## src/rtl/address_decoder_mapper.sv

```systemverilog
// ---------------------------------------------------------------------------
// address_decoder_mapper
//
// Purpose:
//   Decodes a CPU bus address into one of NUM_REGIONS programmable regions.
//   Each region has a base, a mask and an enable bit. A region matches when
//   it is enabled and the masked address equals the masked base. The
//   lowest-numbered matching region wins, so the select vector is at most
//   one-hot. The select is registered two clocks after the address strobe
//   is first seen low. It is held until the strobe goes high again.
//
// Optional feature (macro DECODE_TIMEOUT_EN):
//   - An unmapped access raises a bus error straight from DECODE.
//   - A watchdog counts WAIT clocks until the first acknowledge arrives.
//     When the count reaches TIMEOUT_CYCLES, it raises a bus error.
//   Without the macro, Berr_L is tied high and there is no counter.
//   An unmapped access only raises Unmapped_H.
//
// Ports:
//   Clk         - rising-edge clock
//   Reset_L     - synchronous active-low reset
//   AS_L        - CPU address strobe, active-low
//   Address     - CPU address
//   DtackIn_L   - combined device acknowledge, active-low
//   CfgWrite_H  - one-clock configuration write strobe
//   CfgIndex    - region being written
//   CfgField    - 0 base, 1 mask, 2 enable (CfgData[0]), 3 ignored
//   CfgData     - configuration write data
//   Select_H    - registered one-hot region selects
//   Unmapped_H  - current access matched no enabled region
//   Berr_L      - bus error to the CPU, active-low
// ---------------------------------------------------------------------------
module address_decoder_mapper #(
   parameter int NUM_REGIONS    = 8,
   parameter int ADDR_WIDTH     = 32,
   parameter int TIMEOUT_CYCLES = 255
) (
   input  logic                   Clk,
   input  logic                   Reset_L,
   input  logic                   AS_L,
   input  logic [ADDR_WIDTH-1:0]  Address,
   input  logic                   DtackIn_L,
   input  logic                   CfgWrite_H,
   input  logic [3:0]             CfgIndex,
   input  logic [1:0]             CfgField,
   input  logic [ADDR_WIDTH-1:0]  CfgData,
   output logic [NUM_REGIONS-1:0] Select_H,
   output logic                   Unmapped_H,
   output logic                   Berr_L
);

   typedef enum logic [1:0] {IDLE, DECODE, WAIT, BERR} stateT;

   stateT                  state, stateNext;
   logic [ADDR_WIDTH-1:0]  addrReg, addrNext;
   logic [NUM_REGIONS-1:0] selectReg, selectNext;
   logic                   unmappedReg, unmappedNext;
   logic [NUM_REGIONS-1:0] matchVec;
   logic [NUM_REGIONS-1:0] grant;

   logic [ADDR_WIDTH-1:0]  regionBase [NUM_REGIONS];
   logic [ADDR_WIDTH-1:0]  regionMask [NUM_REGIONS];
   logic [NUM_REGIONS-1:0] regionEnable;

`ifdef DECODE_TIMEOUT_EN
   logic        berrReg, berrNext;
   logic [15:0] count, countNext;
   logic        dtackSeen, dtackSeenNext;
`else
   logic        unusedDtack;
   logic [15:0] unusedTimeout;
`endif

   // Region map registers. Reset restores the boot map: a low RAM window,
   // a ROM window near the top of memory and an I/O window. Writes to a
   // region index that does not exist are dropped. Writes to field 3 are
   // dropped too. Each index is compared explicitly, so an out-of-range
   // index can never alias onto a real region.
   always_ff @(posedge Clk) begin
      if (!Reset_L) begin
         for (int i = 0; i < NUM_REGIONS; i++) begin
            regionBase[i]   <= '0;
            regionMask[i]   <= '0;
            regionEnable[i] <= 1'b0;
         end
         regionBase[0]   <= ADDR_WIDTH'(32'h0000_0000);
         regionMask[0]   <= ADDR_WIDTH'(32'hFFFF_8000);
         regionEnable[0] <= 1'b1;
         regionBase[1]   <= ADDR_WIDTH'(32'hF000_0000);
         regionMask[1]   <= ADDR_WIDTH'(32'hFFFC_0000);
         regionEnable[1] <= 1'b1;
         regionBase[2]   <= ADDR_WIDTH'(32'h0040_0000);
         regionMask[2]   <= ADDR_WIDTH'(32'hFFFF_0000);
         regionEnable[2] <= 1'b1;
      end else if (CfgWrite_H) begin
         for (int i = 0; i < NUM_REGIONS; i++) begin
            if (CfgIndex == 4'(i)) begin
               case (CfgField)
                  2'd0:    regionBase[i]   <= CfgData;
                  2'd1:    regionMask[i]   <= CfgData;
                  2'd2:    regionEnable[i] <= CfgData[0];
                  default: ;
               endcase
            end
         end
      end
   end

   // Match every region against the captured address. Then keep only the
   // lowest-numbered hit. The loop walks downward, so later iterations
   // (lower indices) override earlier ones.
   always_comb begin
      matchVec = '0;
      grant    = '0;
      for (int i = 0; i < NUM_REGIONS; i++) begin
         matchVec[i] = regionEnable[i] &&
                       ((addrReg & regionMask[i]) == (regionBase[i] & regionMask[i]));
      end
      for (int i = NUM_REGIONS - 1; i >= 0; i--) begin
         if (matchVec[i]) begin
            grant    = '0;
            grant[i] = 1'b1;
         end
      end
   end

   // Next-state and next-output logic. Any state returns to IDLE when the
   // strobe is seen high. That return clears the outputs and the watchdog.
   // IDLE accepts a new strobe on the very next edge, so back-to-back
   // accesses need no dead cycle.
   always_comb begin
      stateNext    = state;
      addrNext     = addrReg;
      selectNext   = selectReg;
      unmappedNext = unmappedReg;
`ifdef DECODE_TIMEOUT_EN
      berrNext      = berrReg;
      countNext     = count;
      dtackSeenNext = dtackSeen;
`endif
      if (AS_L) begin
         stateNext    = IDLE;
         selectNext   = '0;
         unmappedNext = 1'b0;
`ifdef DECODE_TIMEOUT_EN
         berrNext      = 1'b1;
         countNext     = '0;
         dtackSeenNext = 1'b0;
`endif
      end else begin
         case (state)
            IDLE: begin
               addrNext     = Address;
               selectNext   = '0;
               unmappedNext = 1'b0;
               stateNext    = DECODE;
            end
            DECODE: begin
               selectNext   = grant;
               unmappedNext = (grant == '0);
               stateNext    = WAIT;
`ifdef DECODE_TIMEOUT_EN
               if (grant == '0) begin
                  stateNext = BERR;
                  berrNext  = 1'b0;
               end
`endif
            end
            WAIT: begin
`ifdef DECODE_TIMEOUT_EN
               if (!DtackIn_L) begin
                  dtackSeenNext = 1'b1;
               end else if (!dtackSeen) begin
                  countNext = count + 16'd1;
                  if (count + 16'd1 == 16'(TIMEOUT_CYCLES)) begin
                     stateNext  = BERR;
                     berrNext   = 1'b0;
                     selectNext = '0;
                  end
               end
`endif
            end
            BERR: begin
               selectNext = '0;
`ifdef DECODE_TIMEOUT_EN
               berrNext   = 1'b0;
`endif
            end
            default: stateNext = IDLE;
         endcase
      end
   end

   // State and output registers. Reset drops any access in flight without
   // raising a bus error.
   always_ff @(posedge Clk) begin
      if (!Reset_L) begin
         state       <= IDLE;
         addrReg     <= '0;
         selectReg   <= '0;
         unmappedReg <= 1'b0;
`ifdef DECODE_TIMEOUT_EN
         berrReg     <= 1'b1;
         count       <= '0;
         dtackSeen   <= 1'b0;
`endif
      end else begin
         state       <= stateNext;
         addrReg     <= addrNext;
         selectReg   <= selectNext;
         unmappedReg <= unmappedNext;
`ifdef DECODE_TIMEOUT_EN
         berrReg     <= berrNext;
         count       <= countNext;
         dtackSeen   <= dtackSeenNext;
`endif
      end
   end

   assign Select_H   = selectReg;
   assign Unmapped_H = unmappedReg;
`ifdef DECODE_TIMEOUT_EN
   assign Berr_L     = berrReg;
`else
   assign Berr_L        = 1'b1;
   assign unusedDtack   = DtackIn_L;
   assign unusedTimeout = 16'(TIMEOUT_CYCLES);
`endif

endmodule
```

## config.mk

```make
export PLATFORM = sky130hd
export DESIGN_NAME = address_decoder_mapper
export DESIGN_NICKNAME = d
export VERILOG_FILES = /design/src/rtl/address_decoder_mapper.sv
export SDC_FILE = /design/constraint.sdc
export NUM_CORES = 1
export LEC_CHECK = 0
export CAP_MARGIN = 5
export CORE_ASPECT_RATIO = 0.8
export CORE_MARGIN = 2
export CORE_UTILIZATION = 45
export CTS_BUF_LIST = sky130_fd_sc_hd__clkbuf_8
export CTS_CLUSTER_DIAMETER = 100
export CTS_CLUSTER_SIZE = 20
export DETAILED_ROUTE_END_ITERATION = 8
export GPL_TIMING_DRIVEN = 0
export SETUP_SLACK_MARGIN = 0.3
export SLEW_MARGIN = 20
export SYNTH_ARGS = -nofsm -noshare
export SYNTH_HDL_FRONTEND = slang
export SYNTH_SLANG_ARGS = --single-unit
```

## constraint.sdc

```tcl
create_clock -name Clk -period 12.8 [get_ports Clk]
set_input_delay 3.84 -clock Clk [delete_from_list [all_inputs] [get_ports Clk]]
set_output_delay 3.84 -clock Clk [all_outputs]
set_load 0.02 [all_outputs]
```

==> run_results.csv, run 1 <==
group,metric,value,unit
setup_path,rr_startpoint,"addrReg[20]",
cells_and_area,final_nets,2013,
timing,maxSlewHeadroom,16.1,%
synth,yosysUniqueCellTypes,41,
setup_path,r2r.worst_path.cells,9,
power,switching_share,25.9,%
detailed_routing,drt-total-wl,75.6,mm
hold_path,hold_depth,2,
global_routing,grt_usage,28.1,%
floorplanning,ioPinCount,85,
clock_network,clk_pin_slew,0.12,ns
global_routing,overflow,0,
clock_network,clk_latency,0.64,ns
global_routing,grt_max_degree,33,
setup_path,cp-startpoint,"CfgIndex[0]",
clock_network,cts_buffers,34,
clock_network,cts_tree,"done",
timing,period_share,51.1,%
setup_path,endpoint_kind,"register",
detailed_routing,vias,15300,
power,internal-power,0.00251,W
cells_and_area,synthToLayoutAreaGrowth,10.9,%
global_routing,grt_antenna_before_repair,3,
detailed_routing,drt-initial-drc-count,2220,
power,p_switching,0.000880,W
detailed_routing,wl_per_cell,28.7,um
synth,synth_ff_type,"edfxtp_1",
placed_design,place_congestion,0.900,
placed_design,placement.io_buffers,80,
timing,clock.fmax,153,MHz
clock_network,htreeDepth,2,
detailed_routing,viasPerCell,5.78,
floorplanning,start_util,45.7,%
clock_network,cts_setup_buffers,0,
synth,synth.most_common_cell,"edfxtp_1",
setup_path,reg2reg_setup_slack,9.51,ns
setup_path,critPathKind,"in2reg",
detailed_routing,drc,0,
timing,setup_viol,0,
clock_network,hold_buffers,0,
detailed_routing,antenna_left,0,
power,total_power,0.00339,W
clock_network,cts_resized,0,
synth,synth_edf_count,512,
power,p_leak,9.59,nW
floorplanning,core_area,51200,um^2
setup_path,critPathArrivalTime,6.88,ns
timing,layout_min_cycle_time,6.54,ns
placed_design,hpwl,49.4,mm
floorplanning,die_w,259,um
clock_network,cts.path.max_buffers,3,
synth,yosysTopAreaCell,"edfxtp_1",
run,maxCapViolCount,0,
timing,rsz0062_at_grt,"no",
power,p_seq_share,63.7,%
cells_and_area,drive_gt1_share,5.53,%
power,ir_drop,0.0789,mV
timing,skew,0.0311,ns
timing,tns,0,ns
global_routing,grt_pass1_wl,106,mm
synth,async_reset_ff_share,0,%
hold_path,worstHoldPathType,"reg2reg",
detailed_routing,first_pass_iters,8,
floorplanning,dieArea,53900,um^2
setup_path,critPathCapture,"regionBase[0][15]",
floorplanning,fp.dieH,208,um
setup_path,critical_path_required,13.15,ns
synth,avgSynthCellArea,12.9,um^2
setup_path,start_kind,"input pin",
synth,ys_seq_elements,563,
synth,netlist_area,23400,um^2
synth,synth_warnings,0,
setup_path,regToRegEndpoint,"Select_H[7]",
floorplanning,rows,74,
timing,tightest_slew,1.26,ns
synth,syn_nets,1887,
synth,ys_seq_area_share,70.0,%
clock_network,clkSinkCount,563,
setup_path,crit_path_max_fanout,17,
power,powerDensity,131,nW/um^2
timing,finalHoldViolCount,0,
clock_network,clockRootBuffer,"clkbuf_8",
synth,yosys-top-cells-count,"edfxtp_1, nor2_1, xor2_1",
synth,syn_inst,1809,
synth,netlist.area_leader.share,65.7,%
synth,synth_area_leaders,"edfxtp_1, xor2_1, nor2_1",
global_routing,grt_pass1_vias,14400,
timing,slew_viol_final,0,
run_status,status,"complete, no violations",
power,comb_power_share,11.1,%
power,p_clk_share,25.2,%
power by group through the flow:
stage	clock network [W]	logic [W]	registers [W]
3_3_place_gp	0	0.000356	0.00220
2_1_floorplan	0	0.000198	0.00219
5_1_grt	0.000918	0.000397	0.00217
3_5_place_dp	0	0.000369	0.00220
6_report	0.000854	0.000378	0.00216
4_1_cts	0.000855	0.000371	0.00216
worst min path at each step:
stage / to / from
2_1_floorplan: regionEnable[2] / regionEnable[2]
3_3_place_gp: Select_H[7] / Select_H[7]
3_5_place_dp: Select_H[4] / Select_H[4]
4_1_cts: Select_H[4] / Select_H[4]
5_1_grt: Select_H[5] / Select_H[5]
6_report: Select_H[4] / Select_H[4]
per-layer routing:
metal / part of all wire (%) / track usage (%) / routed length, um
met5: 0 / 0 / 0
met4: 3.6 / 9.23 / 2690
met3: 9.9 / 4.67 / 7500
met1: 42 / 41.4 / 32000
met2: 44 / 42.5 / 33400
through the flow:
step	instances	setup WS, ns	hold slack [ns]	util, %	area, um^2
global route	2637	6.10	0.472	50.7	25900
global placement	2573	3.04	0.437	49.0	25100
detailed placement	2583	5.68	0.441	49.5	25400
CTS	2637	6.34	0.458	50.7	25900
finish	2639	6.26	0.452	50.7	25900
floorplan	1809	5.70	0.439	-	23400
cell type report:
cell class | count | area, um^2
fill | 4460 | 25300
clock inverter | 17 | 80.1
buffer | 113 | 551
multi-input combinational | 1092 | 6390
sequential | 563 | 16400
tap | 684 | 856
clock buffer | 37 | 509
antenna | 2 | 5.00
timing repair buffer | 90 | 1010
inverter | 41 | 154
cell usage in the layout (no fill, tap or decap), types with 5 or more instances in the layout:
cell             Yosys  routed
nor2_1             344     344
clkbuf_8             0      37
dfxtp_1             51      51
a21boi_0            35      35
nand2_2              0      12
a221oi_1            14      14
buf_2               12      12
a222oi_1             8       8
nand2_1            216     204
inv_1               41      57
nand4_1             33      33
a22o_1              16      16
buf_16               0       5
buf_4               16      16
clkbuf_1            76      71
edfxtp_1           512     512
buf_6                6       8
xor2_1             256     256
nor3_1              10      10
clkbuf_2             0       5
nand2b_1             9       9
o21ai_0             23      21
clkdlybuf4s50_1      0      80
a22oi_1             80      80
nand3_1             11      11
cells by family after synthesis:
| logic type | synth area share (%) |
|---|---|
| AO/OA/AOI/OAI | 6.13 |
| AND/OR/NAND/NOR | 11.0 |
| flip-flops | 70.0 |
| other | 0.0160 |
| multiplexers | 0.0855 |
| adder cells (fa/ha/maj) | 0.160 |
| buffers and inverters | 2.98 |
| XOR/XNOR | 9.58 |
sequential cells by signal, summed over array words and instances (netlist names):
| signal | flops |
|---|---|
| regionBase | 256 |
| regionMask | 256 |
| addrReg | 32 |
| Select_H | 8 |
| regionEnable | 8 |
| state | 2 |
| Unmapped_H | 1 |
critical path, cell delays in order:
cell,delay (ns)
clkdlybuf4s50_1,0.56
nand2b_1,0.29
nor4_1,0.72
nand2_1,0.41
clkbuf_1,0.35
nand2_2,0.47
buf_16,0.22
Note: power is estimated with default switching activity, not from simulation.
==> run 2: changes to the inputs <==
clock period = 5.45 ns   (was 12.8 ns; I/O delays follow)
==> results of run 2 <==
The final DEF is identical to that of run 1. Status: complete, no violations.
Main changes from that run: setup slack after placement 5.68 ns -> 0.535 ns; setup slack after layout 6.26 ns -> 1.12 ns; register-to-register setup slack 9.51 ns -> 2.16 ns; total power 0.00339 W -> 0.00796 W; worst IR drop on VDD 0.0789 mV -> 0.185 mV
